**src/rtl/block_transfer_sequencer.sv**
```systemverilog
// block_transfer_sequencer: walks a 16-bit register mask lowest-first, emitting
// one (register, word address) transfer per accepted handshake.
// Optional writeback of the updated base address: define BLOCK_TRANSFER_WRITEBACK_EN.
module block_transfer_sequencer (
  input  logic        clk,
  input  logic        reset,
  input  logic        start,
  input  logic [15:0] reg_list,
  input  logic [31:0] base_addr,
  input  logic        up,
  input  logic        pre,
  input  logic        xfer_ready,
  output logic        xfer_valid,
  output logic [3:0]  reg_address,
  output logic [31:0] mem_addr,
  output logic        last,
  output logic        busy,
  output logic        done,
  output logic [4:0]  reg_count,
  output logic [31:0] wb_addr
);

  localparam int unsigned MASK_W = 16;
  localparam int unsigned ADDR_W = 32;
  localparam int unsigned IDX_W  = 4;
  localparam int unsigned CNT_W  = 5;

  typedef enum logic [1:0] {IDLE, XFER, DONE} state_t;

  state_t              state_q, state_d;
  logic [MASK_W-1:0]   pending_q, pending_d;
  logic [ADDR_W-1:0]   mem_addr_d;
  logic [CNT_W-1:0]    reg_count_d;
  logic [CNT_W-1:0]    list_count;
  logic [ADDR_W-1:0]   list_bytes;
  logic                xfer_valid_d, last_d, busy_d, done_d;
  logic [IDX_W-1:0]    reg_address_d;

  function automatic logic [CNT_W-1:0] popcount(input logic [MASK_W-1:0] m);
    logic [CNT_W-1:0] c;
    c = '0;
    for (int i = 0; i < int'(MASK_W); i++) c = c + CNT_W'(m[i]);
    return c;
  endfunction

  function automatic logic [IDX_W-1:0] lowest_set(input logic [MASK_W-1:0] m);
    logic [IDX_W-1:0] idx;
    idx = '0;
    for (int i = int'(MASK_W) - 1; i >= 0; i--) if (m[i]) idx = IDX_W'(i);
    return idx;
  endfunction

  function automatic logic one_left(input logic [MASK_W-1:0] m);
    return (m != '0) && ((m & (m - MASK_W'(1))) == '0);
  endfunction

  // Next-state, pending mask, address walk and registered output values.
  always_comb begin
    state_d     = state_q;
    pending_d   = pending_q;
    mem_addr_d  = mem_addr;
    reg_count_d = reg_count;
    list_count  = popcount(reg_list);
    list_bytes  = ADDR_W'(list_count) << 2;

    case (state_q)
      IDLE: begin
        if (start) begin
          pending_d   = reg_list;
          reg_count_d = list_count;
          // Lowest address of the block; transfers always ascend from here.
          case ({up, pre})
            2'b11:   mem_addr_d = base_addr + ADDR_W'(4);
            2'b10:   mem_addr_d = base_addr;
            2'b01:   mem_addr_d = base_addr - list_bytes;
            default: mem_addr_d = base_addr - list_bytes + ADDR_W'(4);
          endcase
          state_d = (list_count == '0) ? DONE : XFER;
        end
      end
      XFER: begin
        if (xfer_ready) begin
          pending_d  = pending_q & (pending_q - MASK_W'(1));
          mem_addr_d = mem_addr + ADDR_W'(4);
          if (one_left(pending_q)) state_d = DONE;
        end
      end
      DONE:    state_d = IDLE;
      default: state_d = IDLE;
    endcase

    xfer_valid_d  = (state_d == XFER);
    busy_d        = (state_d != IDLE);
    done_d        = (state_d == DONE);
    reg_address_d = lowest_set(pending_d);
    last_d        = (state_d == XFER) && one_left(pending_d);
  end

  // State and output registers; reset aborts any transfer at once.
  always_ff @(posedge clk or posedge reset) begin
    if (reset) begin
      state_q     <= IDLE;
      pending_q   <= '0;
      mem_addr    <= '0;
      reg_count   <= '0;
      xfer_valid  <= 1'b0;
      reg_address <= '0;
      last        <= 1'b0;
      busy        <= 1'b0;
      done        <= 1'b0;
    end else begin
      state_q     <= state_d;
      pending_q   <= pending_d;
      mem_addr    <= mem_addr_d;
      reg_count   <= reg_count_d;
      xfer_valid  <= xfer_valid_d;
      reg_address <= reg_address_d;
      last        <= last_d;
      busy        <= busy_d;
      done        <= done_d;
    end
  end

`ifdef BLOCK_TRANSFER_WRITEBACK_EN
  logic [ADDR_W-1:0] base_q, base_d;
  logic              up_q, up_d;
  logic [ADDR_W-1:0] wb_d;
  logic [ADDR_W-1:0] wb_bytes;

  // Latch base/direction at start; compute writeback as DONE is entered.
  always_comb begin
    base_d   = base_q;
    up_d     = up_q;
    wb_d     = wb_addr;
    if (state_q == IDLE && start) begin
      base_d = base_addr;
      up_d   = up;
    end
    wb_bytes = ADDR_W'(reg_count_d) << 2;
    if (state_d == DONE && state_q != DONE)
      wb_d = up_d ? (base_d + wb_bytes) : (base_d - wb_bytes);
  end

  // Writeback registers.
  always_ff @(posedge clk or posedge reset) begin
    if (reset) begin
      base_q  <= '0;
      up_q    <= 1'b0;
      wb_addr <= '0;
    end else begin
      base_q  <= base_d;
      up_q    <= up_d;
      wb_addr <= wb_d;
    end
  end
`else
  assign wb_addr = '0;
`endif

endmodule

```
**config.mk**
```make
export PLATFORM = sky130hd
export DESIGN_NAME = block_transfer_sequencer
export DESIGN_NICKNAME = d
export VERILOG_FILES = /design/src/rtl/block_transfer_sequencer.sv
export SDC_FILE = /design/constraint.sdc
export NUM_CORES = 1
export LEC_CHECK = 0
export ABC_AREA = 1
export CAP_MARGIN = 25
export CORE_ASPECT_RATIO = 0.5
export CORE_MARGIN = 5
export CORE_UTILIZATION = 30
export CTS_CLUSTER_SIZE = 16
export DETAILED_ROUTE_END_ITERATION = 10
export GPL_ROUTABILITY_DRIVEN = 0
export PLACE_DENSITY = 0.49
export SLEW_MARGIN = 20
export SYNTH_ARGS = -nofsm -noshare
export SYNTH_HDL_FRONTEND = slang
export SYNTH_SLANG_ARGS = --single-unit
```
**constraint.sdc**
```tcl
create_clock -name clk -period 3.4 [get_ports clk]
set_clock_uncertainty 0.1 [all_clocks]
set_input_delay 0.34 -clock clk [delete_from_list [all_inputs] [get_ports clk]]
set_output_delay 0.34 -clock clk [all_outputs]
set_load 0.005 [all_outputs]
```
Word level (Yosys, flattened, before mapping)
Index checks and enable logic that the tools add are counted.
{"block": "totals", "out_inout_bits": 77, "elab_cells": 81, "ff_bits": 63, "in_bits": 54}
{"block": "classes", "n_bitwise": 2, "eq_ne": 8, "n_addsub": 21, "mux": 28, "reduce_logical": 13}
{"cell": "32-bit by 3-bit adder with 32-bit output, second input constant", "count": 3}
{"cell": "32-bit case mux with 3 select lines", "count": 1}
{"cell": "32-bit 2-to-1 mux", "count": 2}
{"cell": "4-bit 2-to-1 mux", "count": 16}
{"cell": "32-bit case mux with 2 select lines", "count": 1}
{"cell": "5-bit by 1-bit adder with 5-bit output", "count": 11}
{"cell": "16-bit bitwise AND", "count": 2}
{"cell": "16-bit zero test", "count": 2}
{"cell": "16-bit 2-to-1 mux", "count": 2}
{"cell": "16-bit case mux with 2 select lines", "count": 1}
{"cell": "16-bit nonzero test", "count": 2}
{"cell": "16-bit by 1-bit subtractor with 16-bit output, second input constant", "count": 2}
{"cell": "32-bit by 7-bit subtractor with 32-bit output", "count": 1}
{"cell": "2-bit 2-to-1 mux", "count": 4}
{"cell": "2-bit by 1-bit == test with 1-bit output, second input constant", "count": 3}
{"cell": "2-bit == test, second input constant", "count": 3}
{"cell": "4-bit by 1-bit adder with 5-bit output", "count": 1}
{"cell": "5-bit zero test", "count": 1}
{"cell": "3-bit by 1-bit adder with 4-bit output", "count": 1}
{"cell": "2-bit inequality test, second input constant", "count": 2}
{"cell": "2-bit case mux with 2 select lines", "count": 1}
{"cell": "2-bit nonzero test", "count": 2}
{"cell": "2-bit by 1-bit adder with 3-bit output", "count": 1}
{"cell": "1-bit logical AND", "count": 3}
{"cell": "other kinds (4)", "count": 4}

Depth between registers and ports, before layout
Gate-level depths: netlist (run 1).
{"block": "depth", "depth_word": 21, "ltp_mapped": 35, "depth_no_buf": 35}

Least setup slack after synthesis (run 1)
Ideal clock, no wire load.
{"block": "synth_timing", "path_type": "input to register", "startpoint": "in reg_list[0]", "endpoint": "reg mem_addr[30]", "required_time_ns": 3.184, "stages": 30, "setup_time_ns": 0.116, "path_slack_ns": -1.871, "arrival_time_ns": 5.055, "path_cell_list": "inv_1 -> fa_1 -> fa_1 -> fa_1 -> fa_1 -> inv_1 -> ha_1 -> inv_1 -> fa_1 -> xnor2_1 -> inv_1 -> ha_1 -> or2_1 -> nand3_4 -> buf_8 -> nand3_2 -> nor2_1 -> nand2_1 -> nand3_2 -> nand2_4 -> nor2_4 -> nand2_2 -> nor2_1 -> nand3_1 -> nand2_1 -> nand2_1 -> nand2_1 -> nand2_1 -> nand2_1 -> nand2_1"}
{"block": "synth_via", "elab_chain_len": 20}
{"item": "start: declaration", "line_no": "8", "source": "input logic [15:0] reg_list,"}
{"item": "1-bit by 1-bit adder with 2-bit output (*)", "line_no": "42", "source": "for (int i = 0; i < int'(MASK_W); i++) c = c + CNT_W'(m[i]);"}
{"item": "2-bit by 1-bit adder with 3-bit output (*)", "line_no": "42"}
{"item": "3-bit by 1-bit adder with 4-bit output (*)", "line_no": "42"}
{"item": "4-bit by 1-bit adder with 5-bit output (*)", "line_no": "42"}
{"item": "5-bit by 1-bit adder with 5-bit output (*) (11 in series)", "line_no": "42"}
{"item": "32-bit by 7-bit subtractor with 32-bit output (*)", "line_no": "75, 76"}
{"item": "32-bit by 3-bit adder with 32-bit output", "line_no": "76", "source": "default: mem_addr_d = base_addr - list_bytes + ADDR_W'(4);"}
{"item": "32-bit case mux with 3 select lines (*)", "line_no": "72", "source": "case ({up, pre})"}
{"item": "32-bit 2-to-1 mux (*)", "line_no": "68", "source": "if (start) begin"}
{"item": "32-bit case mux with 2 select lines (*)", "line_no": "66", "source": "case (state_q)"}
{"item": "end signal: assignment", "line_no": "114", "source": "mem_addr <= mem_addr_d;"}
{"item": "end: declaration", "line_no": "15", "source": "output logic [31:0] mem_addr,"}
Mark *: on every way between the ends. The rest lies on a longest branch, timed or not. The select of a mux whose other input is x is not followed.
A chain may end at the register's enable or synchronous reset.

Final worst setup path (run 1)
{"block": "layout_timing", "startpoint": "in reg_list[11]", "endpoint": "reg mem_addr[20]"}
{"block": "layout_via", "elab_chain_len": 10}
{"item": "5-bit by 1-bit adder with 5-bit output (*) (5 in series)", "line_no": "42"}
{"item": "32-bit by 7-bit subtractor with 32-bit output (*)", "line_no": "75, 76"}
{"item": "32-bit by 3-bit adder with 32-bit output", "line_no": "76"}
{"item": "32-bit case mux with 3 select lines (*)", "line_no": "72"}
{"item": "32-bit 2-to-1 mux (*)", "line_no": "68"}
{"item": "32-bit case mux with 2 select lines (*)", "line_no": "66"}
Marks and branches as above.

==> flow_metrics.py, run 1 <==
metrics = {
    "drt": {
        "drt-initial-drc-count": 796,
        "drt_pass1_iterations": 5,
        "vias_per_cell": 4.958,
        "ant_nets": 0,
        "highest_layer": "met4",
        "wire_per_inst_um": 16.23,
        "wl_met3_um": 1495,
        "met2_length_um": 15740,
        "drc": 0,
        "vias": 10269,
        "drt-met1-wl_um": 15730,
        "drt-total-wl_um": 33620,
    },
    "critical_path": {
        "cp-end-kind": "flip-flop",
        "worst_setup_path_start_kind": "input pin",
        "cp-startpoint": "reg_list[11]",
        "arrival_ns": 5.56,
        "slowest_stage": "fa_1",
        "critical-path-top-delay-family": "adder cells",
        "cp_num_buf_inv": 7,
        "r2r-start": "state_q[1]$_DFF_PP0_",
        "slowest_delay_ns": 0.55,
        "crit_path_max_fanout": 7,
        "required_ns": 3.57,
        "crit_type": "input pin to flip-flop",
    },
    "clock_network": {
        "insertion_delay_ns": 0.34,
        "cts_buffers": 9,
        "cts.clk_slew.worst_paths_ns": 0.06,
        "cts-root-buf": "clkbuf_16",
        "cts.htree.levels": 3,
        "cts_tree": "done",
        "cts.sinks": 63,
        "ctsHoldBuffers": 0,
        "clockBufferDepth": 2,
    },
    "floorplan": {
        "dieArea_mm2": 0.03103,
        "initial_utilization_pct": 30.81,
        "fp.dieW_um": 244.2,
        "rows": 42,
        "die_h_um": 127.1,
        "core_area_mm2": 0.02670,
        "ios": 131,
    },
    "global_route": {
        "grt-ovfl-total": 0,
        "antenna_found_initial": 0,
        "grt_pass1_vias": 9949,
        "grt_pass1_wl_um": 52940,
        "grt_max_degree": 64,
        "grtUsageTotal_pct": 20.95,
    },
    "synth": {
        "seq_area_frac_synth_pct": 19.17,
        "synthCells": 1401,
        "synth_edf_count": 0,
        "yosysTopAreaCellShare_pct": 19.17,
        "yosys-top-cells-area": "dfrtp_1 (19%), nand2_1 (19%), inv_1 (9.1%), nor2_1 (6.5%), nand3_1 (6.1%)",
        "yosys_warnings": 0,
        "syn_area_mm2": 0.008224,
        "syn_avg_cell_area_um2": 5.870,
        "yosysTopAreaCell": "dfrtp_1",
        "synth-main-ff-cell": "dfrtp_1",
        "synthArstFlopShare_pct": 100.0,
        "ys_ff_latch": 63,
        "synthDistinctLibCells": 52,
    },
    "sta": {
        "timing.fmax_ghz": 0.1857,
        "min_period_ns": 5.386,
        "tightest_slew_ns": 0.8754,
        "rsz0062_at_grt": "true",
        "timing.final.ws_setup_ns": -1.986,
        "hold_violations": 0,
        "setup_violations": 38,
        "slew_viol_final": 0,
        "fin_tns_setup_ns": -57.68,
        "maxSlewHeadroom_pct": 41.64,
        "fin_crit_sh_pct": 158.4,
        "holdWs_ns": 0.3888,
    },
    "power": {
        "p_comb_share_pct": 74.5,
        "clkPwrFrac_pct": 10.7,
        "p_seq_share_pct": 14.9,
        "power.leakage_nw": 6.111,
        "powerDensity_mw_per_mm2": 802.8,
        "power_switching_w": 0.005044,
        "p_int_w": 0.005268,
        "ir_worst_vdd_mv": 0.4630,
        "switching_share_pct": 48.91,
    },
    "run_status": {
        "status": "complete, but fails checks",
        "violations": "negative setup slack",
    },
    "final_layout": {
        "finish.utilization_pct": 48.11,
        "n_antenna_cell": 0,
        "drive_above_1_share_pct": 33.39,
        "areaGrowthSynthToFinish_pct": 56.17,
        "fin_nets": 1794,
    },
    "worst_hold_path": {
        "holdCritStartpoint": "reg_count[2]$_DFFE_PP0P_",
        "min_path_type": "flip-flop to flip-flop",
    },
    "place": {
        "port_buffers": 98,
        "hpwl_um": 25390,
    },
    "flow_run": {
        "cap_viol_max_count": 0,
    },
}
[cell usage in the layout (no fill, tap or decap), types with 8 or more instances in the layout]
cell type | netlist | layout
fa_1 | 11 | 8
a21oi_1 | 91 | 79
a21oi_2 | 0 | 11
nand3_4 | 3 | 9
o21ai_1 | 7 | 16
clkdlybuf4s50_1 | 0 | 89
inv_4 | 0 | 9
nor3_1 | 11 | 9
dfrtp_1 | 63 | 63
o21ai_0 | 67 | 45
nand2_4 | 4 | 35
buf_4 | 32 | 205
nand2_2 | 19 | 66
a31oi_1 | 11 | 11
nor2_2 | 21 | 22
o21ai_2 | 1 | 9
o211ai_1 | 8 | 8
clkbuf_16 | 0 | 9
nand4_1 | 40 | 40
inv_1 | 199 | 174
nand3_2 | 12 | 30
nor2_1 | 142 | 103
conb_1 | 1 | 32
ha_1 | 15 | 9
nand2_1 | 413 | 334
nor4_1 | 14 | 14
buf_6 | 2 | 38
nand3_1 | 101 | 77
nor2_4 | 11 | 49
inv_2 | 10 | 26
[sequential cells by signal, summed over array words and instances, names as in the netlist]
| register | cells |
|---|---|
| busy | 1 |
| pending_q | 16 |
| mem_addr | 32 |
| done | 1 |
| xfer_valid | 1 |
| state_q | 2 |
| reg_address | 4 |
| last | 1 |
| reg_count | 5 |
[logic make-up (layout without fill, tap and decap cells)]
logic type / count (synthesis) / count (layout) / synth area share (%)
AOI/OAI and AO/OA: 214 / 214 / 14.59
xor gates and xnor gates: 13 / 13 / 1.384
adders and majority gates: 28 / 28 / 5.203
buffers and inverters: 280 / 567 / 14.67
DFF: 63 / 63 / 19.17
other: 1 / 32 / 0.04560
and+or+nand+nor: 802 / 802 / 44.94
[power groups by stage]
stage / Sequential, W / Combinational, W / Clock (W)
after floorplan: 0.00142 / 0.00370 / 0
after global placement: 0.00154 / 0.00603 / 0
after detailed placement: 0.00154 / 0.00610 / 0
after CTS: 0.00153 / 0.00689 / 0.00112
after global routing: 0.00159 / 0.00843 / 0.00116
final: 0.00153 / 0.00768 / 0.00110
[routing by layer]
| metal | track usage (%) | vias to the layer above |
|---|---|---|
| li1 | - | 5092 |
| met1 | 29.50 | 4883 |
| met2 | 34.73 | 243 |
| met3 | 2.129 | 51 |
| met4 | 5.336 | 0 |
| met5 | 0 | - |
[stage by stage]
stage / cell area, um2 / power, W / std cells / worst slack, ns
global route: 12840 / 0.01118 / 2071 / -2.251
detailed placement: 10670 / 0.007639 / 1965 / -2.903
global placement: 10670 / 0.007573 / 1965 / -2.890
floorplan: 8492 / 0.005129 / 1432 / -1.678
finish: 12840 / 0.01031 / 2071 / -1.986
CTS: 12050 / 0.009539 / 2061 / -1.929
[worst min-delay path: stages (launching register included)]
cell     delay, ns
dfrtp_1       0.34
nand2_1       0.06
o21ai_2       0.05
[cells in the mapped netlist (all sizes together) (14+ instances only)]
cell type,count
clkbuf,24
ha,15
nand3,116
nor2,175
nor4,14
nand4,41
nor3,14
dfrtp,63
a21oi,91
buf,45
inv,209
o21ai,76
nand2,437
[final cells by class]
class,count,area (um2)
Fill cell,2716,13850
Multi-Input combinational cell,1089,6690
Timing Repair Buffer,340,2968
Sequential cell,63,1577
Inverter,211,822.0
Tap cell,352,440.4
Clock buffer,10,239.0
Clock inverter,6,107.6
[what timing repair did]
item / 4_1_cts / 5_1_grt
setup endpoints to repair: 41 / 46
buffers inserted: 98 / 29
resized for setup: 177 / 184
pin swaps: 57 / 111
[path summary, 6_finish.rpt]
kind | cells past startpoint | slack, ns | to
worst max-delay path | 31 | -1.99 | mem_addr[20]$_DFFE_PP0P_
worst min-delay path | 2 | 0.39 | reg_count[2]$_DFFE_PP0P_
worst max register to register | 15 | 0.64 | last$_DFF_PP0_
worst min register to register | 2 | 0.39 | reg_count[2]$_DFFE_PP0P_
max in group asynchronous | 3 | 2.13 | mem_addr[21]$_DFFE_PP0P_
min in group asynchronous | 3 | 0.47 | reg_address[0]$_DFF_PP0_
No activity file was read; power rests on OpenSTA's default activity.
==> run 2, diff against run 1 <==
- GPL_ROUTABILITY_DRIVEN: 0 -> default
- TNS_END_PERCENT: default -> 50
==> run 2 against run 1 <==
  * The run still ends with negative setup slack left
  * Fmax shrank 0.57%
  * Flip-flop and latch count is the same
  * Critical path depth shrank 8
  * Clock power shrank 7%
  * Via count grew 0.79%
  * Final area shrank 1.9%
  * First-iteration DRC count grew 24%
  * Sequential power is essentially flat
  * Sequential share of layout area grew 0.24 points
  * Combinational power shrank 5.1%
  * Largest power group unchanged
==> flow_metrics.py, run 2 (same netlist as run 1, synthesis figures left out) <==
metrics = {
    "run_status": {
        "status": "complete, but fails checks",
        "violations": "negative setup slack",
    },
    "sta": {
        "hold_violations": 0,
        "maxSlewHeadroom_pct": 45.72,
        "slew_viol_final": 0,
        "setup_violations": 44,
        "rsz0062_at_grt": "true",
        "tightest_slew_ns": 0.8134,
        "min_period_ns": 5.417,
        "timing.fmax_ghz": 0.1846,
        "timing.final.ws_setup_ns": -2.017,
        "holdWs_ns": 0.2893,
        "fin_crit_sh_pct": 159.3,
        "fin_tns_setup_ns": -61.36,
    },
    "global_route": {
        "grtUsageTotal_pct": 21.64,
        "grt_max_degree": 64,
        "grt_pass1_vias": 9940,
        "grt_pass1_wl_um": 54060,
        "grt-ovfl-total": 0,
        "antenna_found_initial": 0,
    },
    "place": {
        "dp_slack_ns": -2.861,
        "hpwl_um": 25450,
        "port_buffers": 98,
        "place_congestion": 0.9203,
    },
    "clock_network": {
        "cts-root-buf": "clkbuf_16",
        "cts.sinks": 63,
        "insertion_delay_ns": 0.35,
        "clockBufferDepth": 2,
        "cts.clk_slew.worst_paths_ns": 0.06,
        "cts_tree": "done",
        "cts_buffers": 9,
        "cts.htree.levels": 3,
    },
    "critical_path": {
        "cp-end-kind": "flip-flop",
        "crit_type": "input pin to flip-flop",
        "worst_setup_path_start_kind": "input pin",
        "arrival_ns": 5.53,
        "regToRegSetupSlack_ns": 0.64,
        "crit_path_max_fanout": 5,
        "required_ns": 3.52,
    },
    "final_layout": {
        "finish.utilization_pct": 47.21,
        "reg_top3": "mem_addr x32, pending_q x16, reg_count x5",
        "n_antenna_cell": 0,
        "final_cell_mix": "nand2_1 (344), buf_4 (203), inv_1 (176)",
        "drive_above_1_share_pct": 31.55,
        "regMostFlops": "mem_addr",
        "fin_nets": 1799,
        "largest_reg_flops": 32,
        "areaGrowthSynthToFinish_pct": 53.23,
        "final_common_cell": "nand2_1",
    },
    "drt": {
        "drt-initial-drc-count": 990,
        "drc": 0,
        "drt_pass1_iterations": 6,
        "drt-total-wl_um": 34520,
        "vias_per_cell": 4.986,
        "vias": 10350,
        "ant_nets": 0,
        "wire_per_inst_um": 16.63,
    },
    "floorplan": {
        "fp.dieW_um": 244.2,
        "die_h_um": 127.1,
        "initial_utilization_pct": 30.81,
        "ios": 131,
        "dieArea_mm2": 0.03103,
        "core_area_mm2": 0.02670,
        "rows": 42,
    },
    "power": {
        "ir_worst_vdd_mv": 0.5325,
        "powerDensity_mw_per_mm2": 781.4,
        "p_total_w": 0.009848,
        "power.leakage_nw": 6.070,
    },
    "worst_hold_path": {
        "min_path_type": "input pin to async pin",
    },
    "flow_run": {
        "cap_viol_max_count": 0,
    },
}
==> run 2: cell count changes in the layout (fill, tap and decap cells not counted), sizes merged <==
cell      change
buf           +3
clkinv        +2
bufinv        -1
clkbuf        -1
clkinvlp      +1
inv           -1
nand2         +1
nand3         +1
==> run 2: repair_timing <==
action,in CTS,in global routing
setup endpoints to repair,41,46
gates cloned,2,0
gates resized for setup,211,101
hold buffers,0,0
setup buffers,90,18
pin swaps,73,63
endpoints found under the hold margin,0,0
==> run 2: critical path, stage by stage <==
cell and delay, ns:
buf_6 0.07, inv_4 0.03, fa_1 0.51, fa_1 0.58, fa_2 0.46, fa_1 0.53, inv_2 0.05, ha_4 0.15
inv_2 0.05, fa_2 0.50, fa_2 0.47, nand3_4 0.12, nand3_4 0.10, nand2_4 0.12, nand2_4 0.07, o21ai_4 0.26
nand3_2 0.15, nor2_4 0.14, nand4_1 0.19, nor2_4 0.22, o21ai_1 0.08, o21bai_1 0.22, a21oi_1 0.12
==> run 2: final timing paths <==
kind / depth (start not counted) / from / to
worst min-delay path: 3 / reset / pending_q[14]$_DFF_PP0_
max in group asynchronous: 3 / reset / mem_addr[13]$_DFFE_PP0P_
worst min register to register: 2 / reg_count[1]$_DFFE_PP0P_ / reg_count[1]$_DFFE_PP0P_
worst max register to register: 15 / state_q[1]$_DFF_PP0_ / last$_DFF_PP0_
min in group clk: 2 / reg_count[1]$_DFFE_PP0P_ / reg_count[1]$_DFFE_PP0P_
worst max-delay path: 23 / reg_list[15] / mem_addr[15]$_DFFE_PP0P_
==> run 2: where the power goes <==
group / internal [W] / leakage (nW) / switching (W) / total, W
sequential: 0.00110 / 0.759 / 0.000435 / 0.00154
clock: 0.000643 / 0.152 / 0.000382 / 0.00102
combinational: 0.00320 / 5.16 / 0.00409 / 0.00729
total: 0.00494 / 6.07 / 0.00490 / 0.00985
==> run 2: area by class of cell <==
cell class / count / area [um2]
flip-flops and latches: 63 / 1577
inverters: 211 / 824.5
clock inverters: 7 / 97.59
well taps: 352 / 440.4
clock buffers: 9 / 225.2
multi-input cells: 1091 / 6417
fillers: 2695 / 14090
repair buffers: 343 / 3020
==> run 2: metal layers <==
layer  share of wire [%]  global-route usage [%]  wire length, um
met2                  46                   35.76            15990
met4                 2.5                   7.060              865
met3                 5.2                   2.191             1805
met1                  46                   29.98            15860
met5                   0                       0                0
==> run 2: stage by stage <==
step	area, um2	cells
6_report	12600	2076
5_1_grt	12600	2076
4_1_cts	12190	2071
3_5_place_dp	10610	1963
3_3_place_gp	10610	1963
2_1_floorplan	8443	1432
